[src/rtl/aer_pkg.sv]
// ---------------------------------------------------------------------------
// aer_pkg
// Shared types and constants for the AER token encoder.
//   state_t  : frame position (IDLE, FS, SEL, SEP, DAT, FE)
//   phase_t  : handshake phase within a token state (RAISE, RTZ)
//   TOK_*    : bit positions of the five tokens/acks in a packed vector
//   helpers  : tok_onehot (index -> one-hot), bit_tok (data bit -> token),
//              cnt_width (bit-counter width for a field length)
// ---------------------------------------------------------------------------
package aer_pkg;

    typedef enum logic [2:0] {
        IDLE = 3'd0,
        FS   = 3'd1,
        SEL  = 3'd2,
        SEP  = 3'd3,
        DAT  = 3'd4,
        FE   = 3'd5
    } state_t;

    typedef enum logic {
        RAISE = 1'b0,
        RTZ   = 1'b1
    } phase_t;

    localparam int NUM_TOK = 5;

    localparam logic [2:0] TOK_FS   = 3'd0;
    localparam logic [2:0] TOK_X0   = 3'd1;
    localparam logic [2:0] TOK_ZERO = 3'd2;
    localparam logic [2:0] TOK_ONE  = 3'd3;
    localparam logic [2:0] TOK_FE   = 3'd4;

    function automatic logic [NUM_TOK-1:0] tok_onehot(input logic [2:0] idx);
        return {{(NUM_TOK-1){1'b0}}, 1'b1} << idx;
    endfunction

    function automatic logic [2:0] bit_tok(input logic b);
        return b ? TOK_ONE : TOK_ZERO;
    endfunction

    // A 1-bit field still needs a 1-bit counter.
    function automatic int cnt_width(input int w);
        return (w > 1) ? $clog2(w) : 1;
    endfunction

endpackage

[src/rtl/aer_ack_sync.sv]
// ---------------------------------------------------------------------------
// aer_ack_sync
// Two-flop synchroniser for the five decoder ack lines. Used only when the
// build defines AER_ACK_SYNC_EN (decoder on a different clock domain).
// Ports:
//   clk    : system clock
//   reset  : synchronous, active-high reset
//   ack_i  : raw ack vector, indexed by TOK_*
//   ack_o  : synchronised ack vector, two cycles behind ack_i
// ---------------------------------------------------------------------------
module aer_ack_sync
    import aer_pkg::*;
(
    input  logic               clk,
    input  logic               reset,
    input  logic [NUM_TOK-1:0] ack_i,
    output logic [NUM_TOK-1:0] ack_o
);

    logic [NUM_TOK-1:0] meta_q;
    logic [NUM_TOK-1:0] sync_q;

    always_ff @(posedge clk) begin
        if (reset) begin
            meta_q <= '0;
            sync_q <= '0;
        end else begin
            meta_q <= ack_i;
            sync_q <= meta_q;
        end
    end

    assign ack_o = sync_q;

endmodule

[src/rtl/aer_token_encoder.sv]
// ---------------------------------------------------------------------------
// aer_token_encoder
// Transmit side of the AER link. Accepts one event (select + data field) and
// sends it as a one-hot token frame:
//   Fs, SEL_W select bits (MSB first), X0, DAT_W data bits (MSB first), Fe
// Each bit is sent as Zero or One. Every token uses a 4-phase return-to-zero
// handshake against its own *_ack line.
// Parameters:
//   SEL_W, DAT_W : select / data field widths
// Ports:
//   clk, reset            : clock, synchronous active-high reset
//   ev_valid / ev_ready   : event request / encoder can accept this cycle
//   ev_sel, ev_data       : event fields, captured on accept
//   Fs, X0, Zero, One, Fe : registered token outputs (at most one high)
//   *_ack                 : decoder acks, one per token
//   busy                  : frame in progress
//   proto_err             : sticky flag, an ack other than the active
//                           token's ack was seen while busy
// Build option:
//   AER_ACK_SYNC_EN : route all acks through a 2-flop synchroniser first.
// ---------------------------------------------------------------------------
module aer_token_encoder
    import aer_pkg::*;
#(
    parameter int SEL_W = 1,
    parameter int DAT_W = 1
) (
    input  logic             clk,
    input  logic             reset,
    input  logic             ev_valid,
    output logic             ev_ready,
    input  logic [SEL_W-1:0] ev_sel,
    input  logic [DAT_W-1:0] ev_data,
    output logic             Fs,
    output logic             X0,
    output logic             Zero,
    output logic             One,
    output logic             Fe,
    input  logic             Fs_ack,
    input  logic             X0_ack,
    input  logic             Zero_ack,
    input  logic             One_ack,
    input  logic             Fe_ack,
    output logic             busy,
    output logic             proto_err
);

    localparam int CNT_W = cnt_width((SEL_W > DAT_W) ? SEL_W : DAT_W);

    logic [NUM_TOK-1:0] ack_raw;
    logic [NUM_TOK-1:0] ack_use;

    assign ack_raw[TOK_FS]   = Fs_ack;
    assign ack_raw[TOK_X0]   = X0_ack;
    assign ack_raw[TOK_ZERO] = Zero_ack;
    assign ack_raw[TOK_ONE]  = One_ack;
    assign ack_raw[TOK_FE]   = Fe_ack;

`ifdef AER_ACK_SYNC_EN
    aer_ack_sync u_ack_sync (
        .clk   (clk),
        .reset (reset),
        .ack_i (ack_raw),
        .ack_o (ack_use)
    );
`else
    assign ack_use = ack_raw;
`endif

    state_t             state_q;
    phase_t             phase_q;
    logic [2:0]         cur_tok_q;   // index of the token being handshaken
    logic [NUM_TOK-1:0] tok_q;
    logic               busy_q;
    logic               proto_err_q;
    logic [CNT_W-1:0]   cnt_q;
    logic [SEL_W-1:0]   sel_q;
    logic [DAT_W-1:0]   dat_q;

    logic               exp_ack;
    logic               stray_ack;
    logic [CNT_W-1:0]   cnt_dec;
    logic [SEL_W-1:0]   sel_shift;
    logic [DAT_W-1:0]   dat_shift;

    state_t             state_d;
    logic [CNT_W-1:0]   cnt_d;
    logic [2:0]         tok_idx_d;

    assign exp_ack   = |(ack_use &  tok_onehot(cur_tok_q));
    assign stray_ack = |(ack_use & ~tok_onehot(cur_tok_q));
    assign cnt_dec   = cnt_q - 1'b1;
    assign sel_shift = sel_q >> cnt_dec;
    assign dat_shift = dat_q >> cnt_dec;

    // Held low during reset; otherwise a new frame may only start once the
    // decoder has released every ack line.
    assign ev_ready = !reset && (state_q == IDLE) && (ack_use == '0);

    // Successor token, used when the current token's RTZ phase completes.
    always_comb begin
        state_d   = IDLE;
        cnt_d     = cnt_q;
        tok_idx_d = TOK_FE;
        case (state_q)
            FS: begin
                state_d   = SEL;
                cnt_d     = CNT_W'(SEL_W - 1);
                tok_idx_d = bit_tok(sel_q[SEL_W-1]);
            end
            SEL: begin
                if (cnt_q == '0) begin
                    state_d   = SEP;
                    tok_idx_d = TOK_X0;
                end else begin
                    state_d   = SEL;
                    cnt_d     = cnt_dec;
                    tok_idx_d = bit_tok(sel_shift[0]);
                end
            end
            SEP: begin
                state_d   = DAT;
                cnt_d     = CNT_W'(DAT_W - 1);
                tok_idx_d = bit_tok(dat_q[DAT_W-1]);
            end
            DAT: begin
                if (cnt_q == '0) begin
                    state_d   = FE;
                    tok_idx_d = TOK_FE;
                end else begin
                    state_d   = DAT;
                    cnt_d     = cnt_dec;
                    tok_idx_d = bit_tok(dat_shift[0]);
                end
            end
            default: begin
                state_d = IDLE;
            end
        endcase
    end

    always_ff @(posedge clk) begin
        if (reset) begin
            state_q     <= IDLE;
            phase_q     <= RAISE;
            cur_tok_q   <= TOK_FS;
            tok_q       <= '0;
            busy_q      <= 1'b0;
            proto_err_q <= 1'b0;
            cnt_q       <= '0;
            sel_q       <= '0;
            dat_q       <= '0;
        end else begin
            if (busy_q && stray_ack) begin
                proto_err_q <= 1'b1;
            end
            case (state_q)
                IDLE: begin
                    if (ev_valid && ev_ready) begin
                        sel_q     <= ev_sel;
                        dat_q     <= ev_data;
                        state_q   <= FS;
                        phase_q   <= RAISE;
                        cur_tok_q <= TOK_FS;
                        tok_q     <= tok_onehot(TOK_FS);
                        busy_q    <= 1'b1;
                    end
                end
                default: begin
                    if (phase_q == RAISE) begin
                        if (exp_ack) begin
                            tok_q   <= '0;
                            phase_q <= RTZ;
                        end
                    end else if (!exp_ack) begin
                        state_q   <= state_d;
                        cnt_q     <= cnt_d;
                        cur_tok_q <= tok_idx_d;
                        phase_q   <= RAISE;
                        if (state_d == IDLE) begin
                            tok_q  <= '0;
                            busy_q <= 1'b0;
                        end else begin
                            tok_q  <= tok_onehot(tok_idx_d);
                        end
                    end
                end
            endcase
        end
    end

    assign Fs        = tok_q[TOK_FS];
    assign X0        = tok_q[TOK_X0];
    assign Zero      = tok_q[TOK_ZERO];
    assign One       = tok_q[TOK_ONE];
    assign Fe        = tok_q[TOK_FE];
    assign busy      = busy_q;
    assign proto_err = proto_err_q;

endmodule

[config.mk]
export PLATFORM = sky130hd
export DESIGN_NAME = aer_token_encoder
export DESIGN_NICKNAME = d
export VERILOG_FILES = /design/src/rtl/aer_pkg.sv /design/src/rtl/aer_ack_sync.sv /design/src/rtl/aer_token_encoder.sv
export SDC_FILE = /design/constraint.sdc
export NUM_CORES = 1
export LEC_CHECK = 0
export CAP_MARGIN = 20
export CORE_UTILIZATION = 32
export DETAILED_ROUTE_END_ITERATION = 12
export HOLD_SLACK_MARGIN = 0.02
export PLACE_DENSITY = 0.63
export SYNTH_ARGS = -nofsm -noshare
export SYNTH_HDL_FRONTEND = slang
export SYNTH_SLANG_ARGS = --single-unit
[constraint.sdc]
create_clock -name clk -period 2.3 [get_ports clk]
set_input_delay 0.23 -clock clk [delete_from_list [all_inputs] [get_ports clk]]
set_output_delay 0.23 -clock clk [all_outputs]
set_load 0.05 [all_outputs]
=== Word level (Yosys, flattened, before mapping) ===
Cells that the tools add are included.

* Bits of input ports: 10
* Bits in registers: 17

* Bitwise gates (word level): 5
* Mux-type cells: 34
* Add/sub/neg operators: 1
* Eq/ne operators: 7
* Reduce and logical (&&, ||, !) cells: 21
* Shift operators: 4

{| class="wikitable"
|+ Operators with widths
! cell !! count
|-
| 2-to-1 mux 5 bit || 6
|-
| 2-to-1 mux 3 bit || 9
|-
| case mux 3 bit (4 select lines) || 2
|-
| 2-to-1 mux 1 bit || 15
|-
| AND 5 bit || 2
|-
| OR reduction 5 bit || 2
|-
| left shift 1 x 3 -> 5 bit, first input constant || 2
|-
| AND reduction 4 bit || 2
|-
| == test 3 x 2 -> 1 bit, second input constant || 2
|-
| logical NOT 3 bit || 2
|-
| AND reduction 3 bit || 2
|-
| nonzero test 2 bit || 3
|-
| logical NOT 5 bit || 1
|-
| inverter 5 bit || 1
|-
| logical AND 1 bit || 4
|-
| != test 2 x 1 -> 1 bit, second input constant || 2
|-
| OR reduction 2 bit || 2
|-
| == test 3 x 1 -> 1 bit, second input constant || 1
|-
| == test 3 bit, second input constant || 1
|-
| != test 3 x 2 -> 1 bit, second input constant || 1
|-
| nonzero test 3 bit || 1
|-
| 2-to-1 mux 2 bit || 1
|-
| inverter 1 bit || 2
|-
| case mux 1 bit (2 select lines) || 1
|-
| 4 further kinds || 5
|}

=== Depth between registers and ports, before layout ===
* Depth after elaboration: 10
* Mapped depth: 7
* Mapped depth without buffers: 5

=== Worst setup path after synthesis ===
Ideal clock, no wire load.

* Kind: register to register
* Start point: register state_q[0]
* End point: register tok_q[2]
* Path slack: 0.336 ns
* Setup time: 0.123 ns
* Cell stages (with the launch flop): 8
* Path buffers: 2
* Period minus slack after synthesis: 1.964 ns
* Data arrival time: 1.841 ns
* Path through: dfxtp_1 -> buf_2 -> nor3_2 -> and3_1 -> and2_1 -> buf_2 -> a31oi_4 -> mux2_1

* Elaborated cells between the ends (all ways): 20
* Those cells by class: eq/ne: 6; shift: 1; mux: 6; reduce/logical: 7

{| class="wikitable"
|+ RTL lines
! what !! line !! source
|-
| from (decl) || aer_token_encoder.sv:70 || <nowiki>state_t state_q;</nowiki>
|-
| from (signal assigned) || aer_token_encoder.sv:176 || <nowiki>state_q <= state_d;</nowiki>
|-
| logical NOT 3 bit || aer_token_encoder.sv:98 || <nowiki>assign ev_ready = !reset && (state_q == IDLE) && (ack_use == '0);</nowiki>
|-
| logical AND 1 bit (2 in a row) || aer_token_encoder.sv:98 ||
|-
| via ev_ready || aer_token_encoder.sv:31 || <nowiki>output logic ev_ready,</nowiki>
|-
| logical AND 1 bit || aer_token_encoder.sv:159 || <nowiki>if (ev_valid && ev_ready) begin</nowiki>
|-
| != test 2 x 1 -> 1 bit (no source line) || n/a ||
|-
| AND reduction 3 bit (no source line) || n/a ||
|-
| to (signal assigned) || aer_token_encoder.sv:165 || <nowiki>tok_q <= tok_onehot(TOK_FS);</nowiki>
|-
| to (signal assigned) || aer_token_encoder.sv:184 || <nowiki>tok_q <= tok_onehot(tok_idx_d);</nowiki>
|-
| to (decl) || aer_token_encoder.sv:73 || <nowiki>logic [NUM_TOK-1:0] tok_q;</nowiki>
|}

The timed path passes the listed nets, and every way through them passes these cells. The select of a mux whose other input is x is not followed.
A chain may end at the register's enable or synchronous reset.

=== Worst setup path in the final report ===
* Start point: register cur_tok_q[2]
* End point: register tok_q[2]

* Word-level cells in the longest chain between the ends: 5
* Elaborated cells between the ends (all ways): 6
* Those cells by class: eq/ne: 1; shift: 1; bitwise: 1; reduce/logical: 3

{| class="wikitable"
|+ RTL lines
! what !! line !! source
|-
| from (decl) || aer_token_encoder.sv:72 || <nowiki>logic [2:0] cur_tok_q;</nowiki>
|-
| from (signal assigned) || aer_token_encoder.sv:178 || <nowiki>cur_tok_q <= tok_idx_d;</nowiki>
|-
| left shift 1 x 3 -> 5 bit (*) || aer_pkg.sv:35 || <nowiki>return {{(NUM_TOK-1){1'b0}}, 1'b1} << idx;</nowiki>
|-
| AND 5 bit (*) || aer_token_encoder.sv:90 || <nowiki>assign exp_ack = |(ack_use & tok_onehot(cur_tok_q));</nowiki>
|-
| OR reduction 5 bit (*) || aer_token_encoder.sv:90 ||
|-
| != test 3 x 2 -> 1 bit (no source line) / nonzero test 3 bit (equally long branches) || n/a ||
|-
| AND reduction 3 bit (no source line) (*) || n/a ||
|}

Mark *: on every way between the ends. The rest lies on a longest branch, timed or not.

==> qor.csv <==
metric,value,unit
cts.repair.resized,0,
synth_flop_cell,dfxtp_1,
layout_common_cells,"dfxtp_1 (16), clkdlybuf4s50_1 (16), nor2_1 (13)",
synth-edff-count,0,
syn2layout_area_growth,21.7,%
post_cts_buffers,0,
gp_congestion,0.853,
rows,19,
r2r_slack,0.40,ns
clk-insertion-delay-late,0.29,ns
path_clk_slew,0.09,ns
postRouteWirelength,2130,um
hpwlAfterDp,1600,um
critPathKind,reg -> reg,
endpoint_kind,flop,
pre_cts_ws,0.127,ns
die_w,56.0,um
route.antenna.remaining_nets,0,
r2r_cells,5,
overflow,0,
clockRootBuffer,clkbuf_4,
synth_cell_types,46,
yosys.area_share.adder,0,%
synth_fp_nets,118,
fin_cells,153,
status,completed,
fp.dieH,56.0,um
port_buffers,17,
synth_cells,108,
htree_levels,1,
firstDrtPassIters,4,
initial_utilization,33.8,%
cts_hold_buf,0,
worst-path-buf-inv,0,
synth-simple-area-share,24.3,%
grt_pass1_vias,787,
synth_top_family_by_area,compound AO/OA/AOI/OAI gates,
vias,841,
ys_seq_area_share,34.4,%
worstReg2RegEnd,tok_q[2],
synth_area_leaders,"dfxtp_1 (34%), nor2_1 (5.2%), nand2_1 (4.8%)",
tns,0,ns
async_flop_share,0,%
max-cap-violations,0,
io_pins,18,
relSlewSlack,66.4,%
dieArea,3130,um^2
clkSinkCount,16,
hold_viol,0,
clockBufferDepth,2,
final_layout_size_suffix_gt1_share,13.1,%
grt_setup_unrepaired,false,
place_inst,150,
num-nets-final,134,
crit_path_start_kind,flop,
core_area,2760,um^2
worstHoldStart,sel_q,
worst_pin_slew,0.502,ns
cp_cell_sequence,mux2i_4 > o32ai_2 > o21ai_1 > a31oi_4 > mux2_1,
syn_area,932,um^2
finalMaxSlewViolations,0,
track_usage,14.9,%
antennaDiodeCount,0,
min_period,1.90,ns
skew,0.00600,ns
grt_pass1_wl,3610,um
crit_family,compound AO/OA/AOI/OAI gates,
p_leak,0.383,nW
synth_xor_area_share,0,%
hold_path_end,sel_q,
finalSetupViolCount,0,
postSynthAreaPerCell,8.63,um^2
antenna_found_initial,0,
via_per_inst,5.50,
reg2reg_from,cur_tok_q[2],
powerDensity,419,nW/um^2
crit_fanout,9,
synth_top_area_share,34.4,%
post-route-period-util,82.6,%
critPathMaxStageDelay,0.41,ns
arrival,2.09,ns
vdd_drop_max,238,uV
drc,0,
hold_path.class,reg -> reg,
synth_compound_area_share,24.8,%
crit_slowest_cell,dfxtp_1,
synth_area_leader_cell,dfxtp_1,
drt_first_iter_violations,23,
finalInstanceArea,1130,um^2
cts_tree,done,
worstPathRequired,2.49,ns
fmax,527,MHz
ys_warn_count,0,
grt_max_degree,14,
synth-seq-cells,16,
wl_per_cell,13.9,um
place_area,1110,um^2
cts_made_buffers,3,
min_path_cells,2,
setup_slack,0.401,ns
synthMuxAreaShare,9.13,%
num-fill-cells,283,
==> synth_stat cells, drive strengths merged, types with 3 or more instances <==
| cell type | n |
|---|---|
| dfxtp | 16 |
| o21ai | 3 |
| nor3 | 4 |
| a21oi | 7 |
| mux2i | 5 |
| nand3 | 3 |
| nor2 | 13 |
| buf | 7 |
| nand2 | 12 |
| inv | 4 |
| o32ai | 3 |
==> routing by layer <==
| metal | part of all wire [%] | vias to the layer above | GRT usage (%) |
|---|---|---|---|
| met5 | 0 | - | 0 |
| met4 | 2.8 | 0 | 8.01 |
| met3 | 6.1 | 7 | 3.95 |
| met2 | 40 | 28 | 19.2 |
| met1 | 51 | 378 | 22.2 |
| li1 | - | 428 | - |
==> cells by family (layout without fill, tap and decap cells) <==
kind of cell           after synthesis  in the layout
AOI/OAI and AO/OA                   28             28
buffers and inverters               12             26
DFF                                 16             16
muxes                                7              7
and+or+nand+nor                     45             45
==> worst register-to-register path: stages (launching register included) <==
cell and delay (ns):
dfxtp_1 0.41, mux2i_4 0.23, o32ai_2 0.33, o21ai_1 0.22, a31oi_4 0.26, mux2_1 0.34
==> stage by stage <==
stage | util (%) | hold slack, ns | power (mW)
floorplan | - | 0.331 | 0.306
global placement | 40.3 | 0.448 | 0.332
CTS | 41.2 | 0.466 | 0.477
global route | 41.2 | 0.477 | 0.497
detailed placement | 40.3 | 0.454 | 0.332
finish | 41.2 | 0.462 | 0.475
==> how the worst max path moves through the flow <==
stage                  from         end  slack [ns]  cells after the start
2_1_floorplan    state_q[0]    tok_q[2]        0.34                      7
3_3_place_gp          reset    tok_q[2]        0.18                      6
3_5_place_dp         Fs_ack    tok_q[2]        0.13                      6
4_1_cts        cur_tok_q[2]    tok_q[2]        0.41                      5
5_1_grt        cur_tok_q[2]  state_q[0]        0.31                      5
6_report       cur_tok_q[2]    tok_q[2]        0.40                      5
==> power breakdown <==
group,switching (mW),internal (mW)
Sequential,0.000878,0.278
Combinational,0.0237,0.0245
Clock,0.0874,0.0611
Total,0.112,0.363
==> registers in the layout, indices dropped and copies added (netlist names) <==
signal,count
proto_err,1
busy,1
sel_q,1
phase_q,1
state_q,3
tok_q,5
cur_tok_q,3
dat_q,1
==> final cells by class <==
type | instances | area (um^2) | share of cell area (%)
Clock buffer | 3 | 22.5 | 1.98
Tap cell | 31 | 38.8 | 3.42
Inverter | 4 | 15.0 | 1.32
Multi-Input combinational cell | 80 | 543 | 47.9
Sequential cell | 16 | 320 | 28.2
Timing Repair Buffer | 19 | 195 | 17.2
No activity file was read; power rests on OpenSTA's default activity.
